[src/rtl/sr_latch_pulse_ctrl_if.sv]
// Requester command bus and latch-bank outputs for sr_latch_pulse_ctrl.
// Requesters drive the master side; the sequencer drives the slave side.
interface sr_latch_pulse_ctrl_if #(
    parameter int NREQ   = 4,
    parameter int NLATCH = 8,
    parameter int IDXW   = 3
);
    logic [NREQ-1:0]      req;
    logic [NREQ-1:0]      op;
    logic [NREQ*IDXW-1:0] idx;
    logic [NREQ-1:0]      gnt;
    logic [NREQ-1:0]      done;
    logic                 busy;
    logic [NLATCH-1:0]    latch_s;
    logic [NLATCH-1:0]    latch_r;
    logic [NLATCH-1:0]    shadow_q;

    modport master (
        output req, op, idx,
        input  gnt, done, busy, latch_s, latch_r, shadow_q
    );

    modport slave (
        input  req, op, idx,
        output gnt, done, busy, latch_s, latch_r, shadow_q
    );
endinterface

[src/rtl/sr_latch_pulse_ctrl.sv]
// Round-robin SR latch pulse sequencer: one timed S/R pulse plus guard gap per command.
// Optional SRC_SHADOW_EN tracks latch state and skips commands that change nothing.
module sr_latch_pulse_ctrl #(
    parameter int NREQ    = 4,
    parameter int NLATCH  = 8,
    parameter int IDXW    = 3,
    parameter int PULSE_W = 2,
    parameter int GAP_W   = 1
) (
    input logic                  clk,
    input logic                  rst,
    sr_latch_pulse_ctrl_if.slave bus
);
    localparam int PW = (NREQ > 1) ? $clog2(NREQ) : 1;

    localparam logic [1:0] ST_IDLE  = 2'd0;
    localparam logic [1:0] ST_PULSE = 2'd1;
    localparam logic [1:0] ST_GAP   = 2'd2;

    localparam logic [3:0] PULSE_LD = 4'(PULSE_W - 1);
    localparam logic [3:0] GAP_LD   = 4'(GAP_W - 1);

    localparam logic [NREQ-1:0]   REQ_ONE = NREQ'(1);
    localparam logic [NLATCH-1:0] LAT_ONE = NLATCH'(1);

    logic [1:0]        state;
    logic [PW-1:0]     ptr;
    logic [3:0]        cnt;
    logic [NREQ-1:0]   own_q;
    logic [NREQ-1:0]   gnt_q;
    logic [NREQ-1:0]   done_q;
    logic              busy_q;
    logic [NLATCH-1:0] s_q;
    logic [NLATCH-1:0] r_q;

    logic              pick_vld;
    logic [PW-1:0]     pick;
    logic              pick_op;
    logic [IDXW-1:0]   pick_idx;
    logic [NLATCH-1:0] pick_mask;
    logic [NREQ-1:0]   pick_oh;
    logic [PW-1:0]     ptr_nxt;
    logic              noop;

    always_comb begin
        logic [PW-1:0] slot;
        pick_vld = 1'b0;
        pick     = '0;
        slot     = '0;
        for (int k = 0; k < NREQ; k++) begin
            slot = PW'((int'(ptr) + k) % NREQ);
            if (!pick_vld && bus.req[slot]) begin
                pick_vld = 1'b1;
                pick     = slot;
            end
        end
    end

    // Out-of-range idx shifts the one past the top, leaving an empty mask.
    assign pick_op   = bus.op[pick];
    assign pick_idx  = bus.idx[int'(pick)*IDXW +: IDXW];
    assign pick_mask = LAT_ONE << pick_idx;
    assign pick_oh   = REQ_ONE << pick;
    assign ptr_nxt   = (pick == PW'(NREQ - 1)) ? '0 : pick + 1'b1;

`ifdef SRC_SHADOW_EN
    logic [NLATCH-1:0] shadow;

    always_ff @(posedge clk) begin
        if (rst) begin
            shadow <= '0;
        end else if (state == ST_PULSE && cnt == '0) begin
            shadow <= (shadow | s_q) & ~r_q;
        end
    end

    assign noop = |(pick_mask & (pick_op ? shadow : ~shadow));
    assign bus.shadow_q = shadow;
`else
    assign noop = 1'b0;
    assign bus.shadow_q = '0;
`endif

    always_ff @(posedge clk) begin
        if (rst) begin
            state  <= ST_IDLE;
            ptr    <= '0;
            cnt    <= '0;
            own_q  <= '0;
            gnt_q  <= '0;
            done_q <= '0;
            busy_q <= 1'b0;
            s_q    <= '0;
            r_q    <= '0;
        end else begin
            gnt_q  <= '0;
            done_q <= '0;
            unique case (state)
                ST_IDLE: begin
                    if (pick_vld) begin
                        ptr   <= ptr_nxt;
                        own_q <= pick_oh;
                        gnt_q <= pick_oh;
                        if (noop) begin
                            done_q <= pick_oh;
                        end else begin
                            state  <= ST_PULSE;
                            busy_q <= 1'b1;
                            cnt    <= PULSE_LD;
                            s_q    <= pick_op ? pick_mask : '0;
                            r_q    <= pick_op ? '0 : pick_mask;
                        end
                    end
                end
                ST_PULSE: begin
                    if (cnt == '0) begin
                        state <= ST_GAP;
                        cnt   <= GAP_LD;
                        s_q   <= '0;
                        r_q   <= '0;
                        if (GAP_LD == '0) done_q <= own_q;
                    end else begin
                        cnt <= cnt - 1'b1;
                    end
                end
                ST_GAP: begin
                    if (cnt == '0) begin
                        state  <= ST_IDLE;
                        busy_q <= 1'b0;
                    end else begin
                        cnt <= cnt - 1'b1;
                        if (cnt == 4'd1) done_q <= own_q;
                    end
                end
                default: begin
                    state  <= ST_IDLE;
                    busy_q <= 1'b0;
                    s_q    <= '0;
                    r_q    <= '0;
                end
            endcase
        end
    end

    assign bus.gnt     = gnt_q;
    assign bus.done    = done_q;
    assign bus.busy    = busy_q;
    assign bus.latch_s = s_q;
    assign bus.latch_r = r_q;
endmodule

[src/flat_wrapper.sv]
// flat-port wrapper written by rule: the top's interface ports become plain ports
module sr_latch_pulse_ctrl_flat 
#(
    parameter int NREQ    = 4,
    parameter int NLATCH  = 8,
    parameter int IDXW    = 3,
    parameter int PULSE_W = 2,
    parameter int GAP_W   = 1
)
  (clk, rst, bus_req, bus_op, bus_idx, bus_gnt, bus_done, bus_busy, bus_latch_s, bus_latch_r, bus_shadow_q);
  sr_latch_pulse_ctrl_if #(.NREQ(NREQ), .NLATCH(NLATCH), .IDXW(IDXW)) bus_i ();
  input logic clk;
  input logic rst;
  input wire logic [$bits(bus_i.req)-1:0] bus_req;
  input wire logic [$bits(bus_i.op)-1:0] bus_op;
  input wire logic [$bits(bus_i.idx)-1:0] bus_idx;
  output wire logic [$bits(bus_i.gnt)-1:0] bus_gnt;
  output wire logic [$bits(bus_i.done)-1:0] bus_done;
  output wire logic [$bits(bus_i.busy)-1:0] bus_busy;
  output wire logic [$bits(bus_i.latch_s)-1:0] bus_latch_s;
  output wire logic [$bits(bus_i.latch_r)-1:0] bus_latch_r;
  output wire logic [$bits(bus_i.shadow_q)-1:0] bus_shadow_q;
  assign bus_i.req = bus_req;
  assign bus_i.op = bus_op;
  assign bus_i.idx = bus_idx;
  assign bus_gnt = bus_i.gnt;
  assign bus_done = bus_i.done;
  assign bus_busy = bus_i.busy;
  assign bus_latch_s = bus_i.latch_s;
  assign bus_latch_r = bus_i.latch_r;
  assign bus_shadow_q = bus_i.shadow_q;
  sr_latch_pulse_ctrl #(.NREQ(NREQ), .NLATCH(NLATCH), .IDXW(IDXW), .PULSE_W(PULSE_W), .GAP_W(GAP_W)) u_core (.clk(clk), .rst(rst), .bus(bus_i));
endmodule
[config.mk]
export PLATFORM = sky130hd
export DESIGN_NAME = sr_latch_pulse_ctrl_flat
export DESIGN_NICKNAME = d
export VERILOG_FILES = /design/src/rtl/sr_latch_pulse_ctrl_if.sv /design/src/rtl/sr_latch_pulse_ctrl.sv /design/src/flat_wrapper.sv
export SDC_FILE = /design/constraint.sdc
export NUM_CORES = 1
export LEC_CHECK = 0
export CAP_MARGIN = 15
export CELL_PAD_IN_SITES_DETAIL_PLACEMENT = 0
export CELL_PAD_IN_SITES_GLOBAL_PLACEMENT = 1
export CORE_UTILIZATION = 31
export DETAILED_ROUTE_END_ITERATION = 7
export MAX_ROUTING_LAYER = met4
export PLACE_DENSITY = 0.74
export SYNTH_ARGS = -nofsm -noshare
export SYNTH_HDL_FRONTEND = slang
export SYNTH_SLANG_ARGS = --single-unit
[constraint.sdc]
create_clock -name clk -period 2 [get_ports clk]
set_clock_uncertainty 0.1 [all_clocks]
set_input_delay 0.3 -clock clk [delete_from_list [all_inputs] [get_ports clk]]
set_output_delay 0.3 -clock clk [all_outputs]
set_load 0.005 [all_outputs]
**Word-level counts from Yosys, hierarchy flattened**

Cells that the tools add are included.

- Output and inout bits: 33
- Bits in registers: 37
- Input port bits: 22
- Logic and storage cells: 91

- Multiplexer cells: 41
- Shift operators: 3
- Bitwise gates (word level): 4
- Equality and inequality tests: 8
- $add $sub $neg: 5
- Reduce and logical (&&, ||, !) cells: 15
- $mul: 1
- Order comparisons: 5

Operator list:

| kind | number |
|---|---|
| $pmux W8 S3 | 2 |
| $mux W8 | 5 |
| $shiftx A12 B32 Y3 | 1 |
| $mux W4 | 6 |
| $mux W2 | 8 |
| $lt A2 B3 Y1 const B | 5 |
| $pmux W4 S3 | 1 |
| $reduce_and A3 Y1 | 4 |
| $mux W1 | 11 |
| $bmux W1 S2 | 5 |
| $pmux W4 S2 | 1 |
| $shl A1 B3 Y8 const A | 1 |
| $ne A2 B1 Y1 const B | 3 |
| $pmux W2 S3 | 1 |
| $add A2 B1 Y2 const B | 2 |
| $add A2 B2 Y2 const B | 2 |
| $eq A2 B2 Y1 const B | 2 |
| $eq A4 B1 Y1 const B | 1 |
| $logic_not A4 Y1 | 1 |
| $mul A2 B2 Y4 const B | 1 |
| $not A1 Y1 | 4 |
| $shl A1 B2 Y4 const A | 1 |
| $sub A4 B1 Y4 const B | 1 |
| $logic_and A1 B1 Y1 | 3 |
| 8 further kinds | 10 |

**Longest topological paths before layout**

Gate-level depths: netlist of the first run.

- Depth after elaboration: 18
- Mapped depth: 8
- Gate-level depth less buffers: 8

**Worst setup path after synthesis of the first run**

No wires, ideal clock.

- Path kind: reg2reg
- Start point: register u_core.ptr[1]
- End point: register u_core.s_q[5] (netlist: u_core.bus.latch_s[5])
- Path buffers: 0
- Setup time: 0.070 ns
- Slack: -0.099 ns
- Clock period less this slack: 2.099 ns
- Data required time: 1.830 ns
- Arrival time: 1.929 ns
- Cell stages (with the launch flop): 8
- Path through: dfxtp_1 > nand2_2 > a211oi_2 > nor2_2 > mux2i_1 > mux2_4 > or3_1 > a21oi_1

- Longest elaborated chain between the ends: 18
- Elaborated cells on any way between the ends: 35
- Those cells by class: add/sub (3); mul (1); eq/ne (1); shift (2); mux (21); reduce/logical (7)

RTL lines:

| item | line | RTL |
|---|---|---|
| start, declared | sr_latch_pulse_ctrl.sv:27 | `logic [PW-1:0] ptr;` |
| start signal, assigned | sr_latch_pulse_ctrl.sv:101 | `ptr <= ptr_nxt;` |
| branches (longest 18 deep; another with $mul A2 B2 Y4) | n/a |  |
| end signal, assigned | sr_latch_pulse_ctrl.sv:110 | `s_q <= pick_op ? pick_mask : '0;` |
| end, declared | sr_latch_pulse_ctrl.sv:33 | `logic [NLATCH-1:0] s_q;` |

Several ways; the timed one is not identified. The select of a mux whose other input is x is not followed.
A chain may end at the register's enable or synchronous reset.

**Worst setup path after layout of the first run**

- Start point: input bus_req[0]
- End point: register u_core.s_q[7] (netlist: u_core.bus.latch_s[7])

- Longest elaborated chain between the ends: 18
- Elaborated cells on any way between the ends: 32
- Those cells by class: mul (1); eq/ne (1); shift (2); mux (21); reduce/logical (7)

RTL lines:

| item | line | RTL |
|---|---|---|
| start, declared | flat_wrapper.sv:14 | `input wire logic [$bits(bus_i.req)-1:0] bus_req;` |
| $bmux W1 S2 | sr_latch_pulse_ctrl.sv:52 | `if (!pick_vld && bus.req[slot]) begin` |
| $mux W1 (not written as such) | sr_latch_pulse_ctrl.sv:52 |  |
| $mux W1 | sr_latch_pulse_ctrl.sv:52 |  |
| $logic_not A1 Y1 | sr_latch_pulse_ctrl.sv:52 |  |
| $logic_and A1 B1 Y1 | sr_latch_pulse_ctrl.sv:52 |  |
| $mux W1 | sr_latch_pulse_ctrl.sv:52 |  |
| $logic_not A1 Y1 | sr_latch_pulse_ctrl.sv:52 |  |
| $logic_and A1 B1 Y1 | sr_latch_pulse_ctrl.sv:52 |  |
| (+2 left out) | n/a |  |
| $logic_and A1 B1 Y1 | sr_latch_pulse_ctrl.sv:52 |  |
| $mux W2 | sr_latch_pulse_ctrl.sv:52 |  |
| $mul A2 B2 Y4 | sr_latch_pulse_ctrl.sv:61 | `assign pick_idx = bus.idx[int'(pick)*IDXW +: IDXW];` |
| $shiftx A12 B32 Y3 | sr_latch_pulse_ctrl.sv:61 |  |
| $shl A1 B3 Y8 | sr_latch_pulse_ctrl.sv:62 | `assign pick_mask = LAT_ONE << pick_idx;` |
| $mux W8 | sr_latch_pulse_ctrl.sv:110 |  |
| $mux W8 | sr_latch_pulse_ctrl.sv:100 | `if (pick_vld) begin` |
| $pmux W8 S3 | sr_latch_pulse_ctrl.sv:98 | `unique case (state)` |

Parallel ways exist; a longest one is shown, timed or not. The select of a mux whose other input is x is not followed.

==> impl_metrics.json, run 1 <==
{
  "dr.first_iter.drc_count": 77,
  "hpwl_um": 3770,
  "synth_edf_count": 0,
  "path_max_fanout": 5,
  "die_area_um2": 6540,
  "io_buffers": 46,
  "ioPinCount": 55,
  "fin_total_pwr_mw": 3.84,
  "fp.dieW_um": 80.9,
  "fillCellCount": 572,
  "synthTopCellsByArea": "dfxtp_1, ha_1, a21oi_1, nand2_1, and2_1",
  "worstSetupStartpointType": "input pin",
  "drc": 0,
  "cp_slowest_cell": "clkdlybuf4s15_1",
  "die_h_um": 80.9,
  "cts.path.max_buffers": 2,
  "dp_slack_ns": -0.655,
  "clock_tree.root_cell": "clkbuf_8",
  "setup-violations-final": 16,
  "final_hold_viol_count": 0,
  "routed_wirelength_um": 5370,
  "yosys.area.top_type": "dfxtp_1",
  "ys_warn_count": 0,
  "routed.top_layer": "met4",
  "ant_nets": 0,
  "clock_latency_ns": 0.29,
  "drv_slew": 0,
  "synthCells": 229,
  "reg2reg_to": "u_core.bus.latch_s[7]",
  "core_area_um2": 5960,
  "start_util_pct": 32.4,
  "clkTransAtPathRegs_ns": 0.07,
  "yosys.cell_types.count": 42,
  "ir_worst_vdd_mv": 0.487,
  "synth_common_cells": "dfxtp_1, nand2_1, a21oi_1",
  "finalCritPeriodShare_pct": 106,
  "status": "finished, violations left",
  "violations": "negative setup slack",
  "yosysSeqAreaShare_pct": 38.4,
  "htree_levels": 2,
  "min_path_type": "reg -> reg",
  "synth.most_common_cell": "dfxtp_1",
  "cts_sinks": 37,
  "grt_use_total_pct": 17.0,
  "via_count": 1933,
  "syn2layout_area_growth_pct": 61.1,
  "synth_area_um2": 1930,
  "crit_path_end_kind": "flip-flop",
  "p_leak_nw": 1.24,
  "cts_hold_buf": 0,
  "dr.pass1.iters": 4,
  "avgRoutedWirePerCell_um": 13.7,
  "grt_max_degree": 21,
  "via_per_inst": 4.92,
  "dpl.cell_count": 378,
  "syn-mean-instance-area_um2": 8.43,
  "final_util_pct": 52.2,
  "pwr_density_cell_nw_per_um2": 1240,
  "maxCapViolations": 0,
  "worst_slack_ns": -0.130,
  "grt_pass1_wl_um": 8310,
  "ys_seq_elements": 37,
  "met1_length_um": 2450,
  "cp_cell_sequence": "clkdlybuf4s15_1, nand2_4, a211oi_4, buf_6, nor2_4, mux2i_4, mux2_4, or3_1, a21oi_1",
  "cts_tree": "done",
  "min_to": "u_core.own_q[1]",
  "r2r-start": "u_core.ptr[1]",
  "path_class": "in -> reg",
  "whs_path_depth": 2,
  "grt.overflow.total": 0,
  "cp.required_ns": 2.12,
  "final_cells": 393,
  "dr_wl_met3_um": 198,
  "gp_congestion": 0.815,
  "async_flop_share_pct": 0,
  "synth_flop_cell": "dfxtp_1",
  "max_freq_mhz": 470,
  "met2WireLength_um": 2640,
  "yosys.area.top_type_share_pct": 38.4,
  "fin_nets": 348,
  "cts-buffers-inserted": 5,
  "rows": 28,
  "grt_pass1_vias": 1836,
  "min_period_ns": 2.13,
  "antenna_found_initial": 0,
  "hp-start": "u_core.own_q[1]",
  "rsz0062_at_grt": "true",
  "reg2reg_depth": 8,
  "r2r_setup_slack_ns": -0.13,
  "arrival_ns": 2.25,
  "layout-drive-gt1-share_pct": 29.2,
  "max_stage_delay_ns": 0.34,
  "num_antenna_cells": 0
}
[logic make-up after synthesis]
family          synth area share (%)
flops                           38.4
other cells                    0.194
fa+ha+maj                       5.84
mux                             2.53
compound gates                  21.3
buf+inv                         6.16
simple gates                    25.6
[power breakdown]
group | switching (mW) | total (mW) | internal, mW
Sequential | 0.0864 | 0.969 | 0.882
Combinational | 1.18 | 2.35 | 1.17
Clock | 0.281 | 0.523 | 0.242
[final cells by class]
class	instances	area, um^2	share of cell area [%]
clock buffers	6	72.6	2.33
well taps	75	93.8	3.02
clock inverters	2	10.0	0.322
multi-input cells	176	1340	43.1
repair buffers	88	807	26.0
inverters	9	36.3	1.17
flip-flops and latches	37	748	24.1
[metrics by stage]
stage	hold slack, ns	cell area, um^2	TNS [ns]
after detailed placement	0.342	2730	-13.63
after global routing	0.375	3110	-2.72
after global placement	0.339	2730	-12.56
after floorplan	0.330	1980	-0.109
final	0.350	3110	-1.39
after CTS	0.353	2960	-0.535
[layer usage]
metal  global-route usage (%)  vias up
met3                     3.03        8
met2                     28.6       42
met5                        -        -
met1                     20.6      916
li1                         -      967
met4                     5.18        0
[flip-flops by register name (all words and copies together) (netlist names)]
register            count
u_core.state            2
u_core.bus.latch_r      8
u_core.bus.done         4
u_core.bus.latch_s      8
u_core.bus.gnt          4
u_core.bus.busy         1
u_core.own_q            4
u_core.cnt              4
u_core.ptr              2
[critical path: cells and delay by family]
kind | cells | cell delay (ns)
mux | 2 | 0.52
buf+inv | 2 | 0.50
compound gates | 2 | 0.48
simple gates | 3 | 0.46
[worst max-delay path by stage]
stage	end	start	slack [ns]	depth (start not counted)
CTS	u_core.bus.latch_s[6]	u_core.ptr[0]	-0.1	8
finish	u_core.bus.latch_s[7]	bus_req[0]	-0.13	9
floorplan	u_core.bus.latch_s[5]	bus_req[2]	-0.04	7
global route	u_core.bus.latch_s[7]	bus_req[0]	-0.22	9
detailed placement	u_core.bus.latch_r[5]	bus_req[0]	-0.66	8
global placement	u_core.bus.latch_r[6]	bus_req[2]	-0.63	8
[repair_timing]
item,CTS,global route
gates resized for setup,31,25
pin swaps,18,13
setup endpoints to repair,20,20
buffers inserted,4,3
[cells in the final DEF, fill, tap and decap left out, types with 3 or more instances in the layout]
cell type,count
a21oi_1,16
a32oi_1,5
nand3_2,5
clkdlybuf4s50_1,42
o21ai_1,3
nand3_1,7
conb_1,8
buf_6,6
or3_1,7
nor2_1,17
mux2i_4,3
and2_1,12
nand2_1,24
buf_4,35
a211oi_4,4
inv_1,8
dlygate4sd2_1,3
dfxtp_1,35
clkbuf_8,5
o21ai_0,9
a32oi_2,3
ha_1,8
Note: power is estimated with default switching activity, not from simulation.
==> run 2, diff against run 1 <==
--- a/config.mk
+++ b/config.mk
@@ -9,6 +9,7 @@
 export CELL_PAD_IN_SITES_DETAIL_PLACEMENT = 0
 export CELL_PAD_IN_SITES_GLOBAL_PLACEMENT = 1
 export CORE_UTILIZATION = 31
+export CTS_CLUSTER_DIAMETER = 40
 export DETAILED_ROUTE_END_ITERATION = 7
 export MAX_ROUTING_LAYER = met4
 export PLACE_DENSITY = 0.74
==> results of run 2 <==
The final DEF is identical to that of run 1; final timing and power are the same.
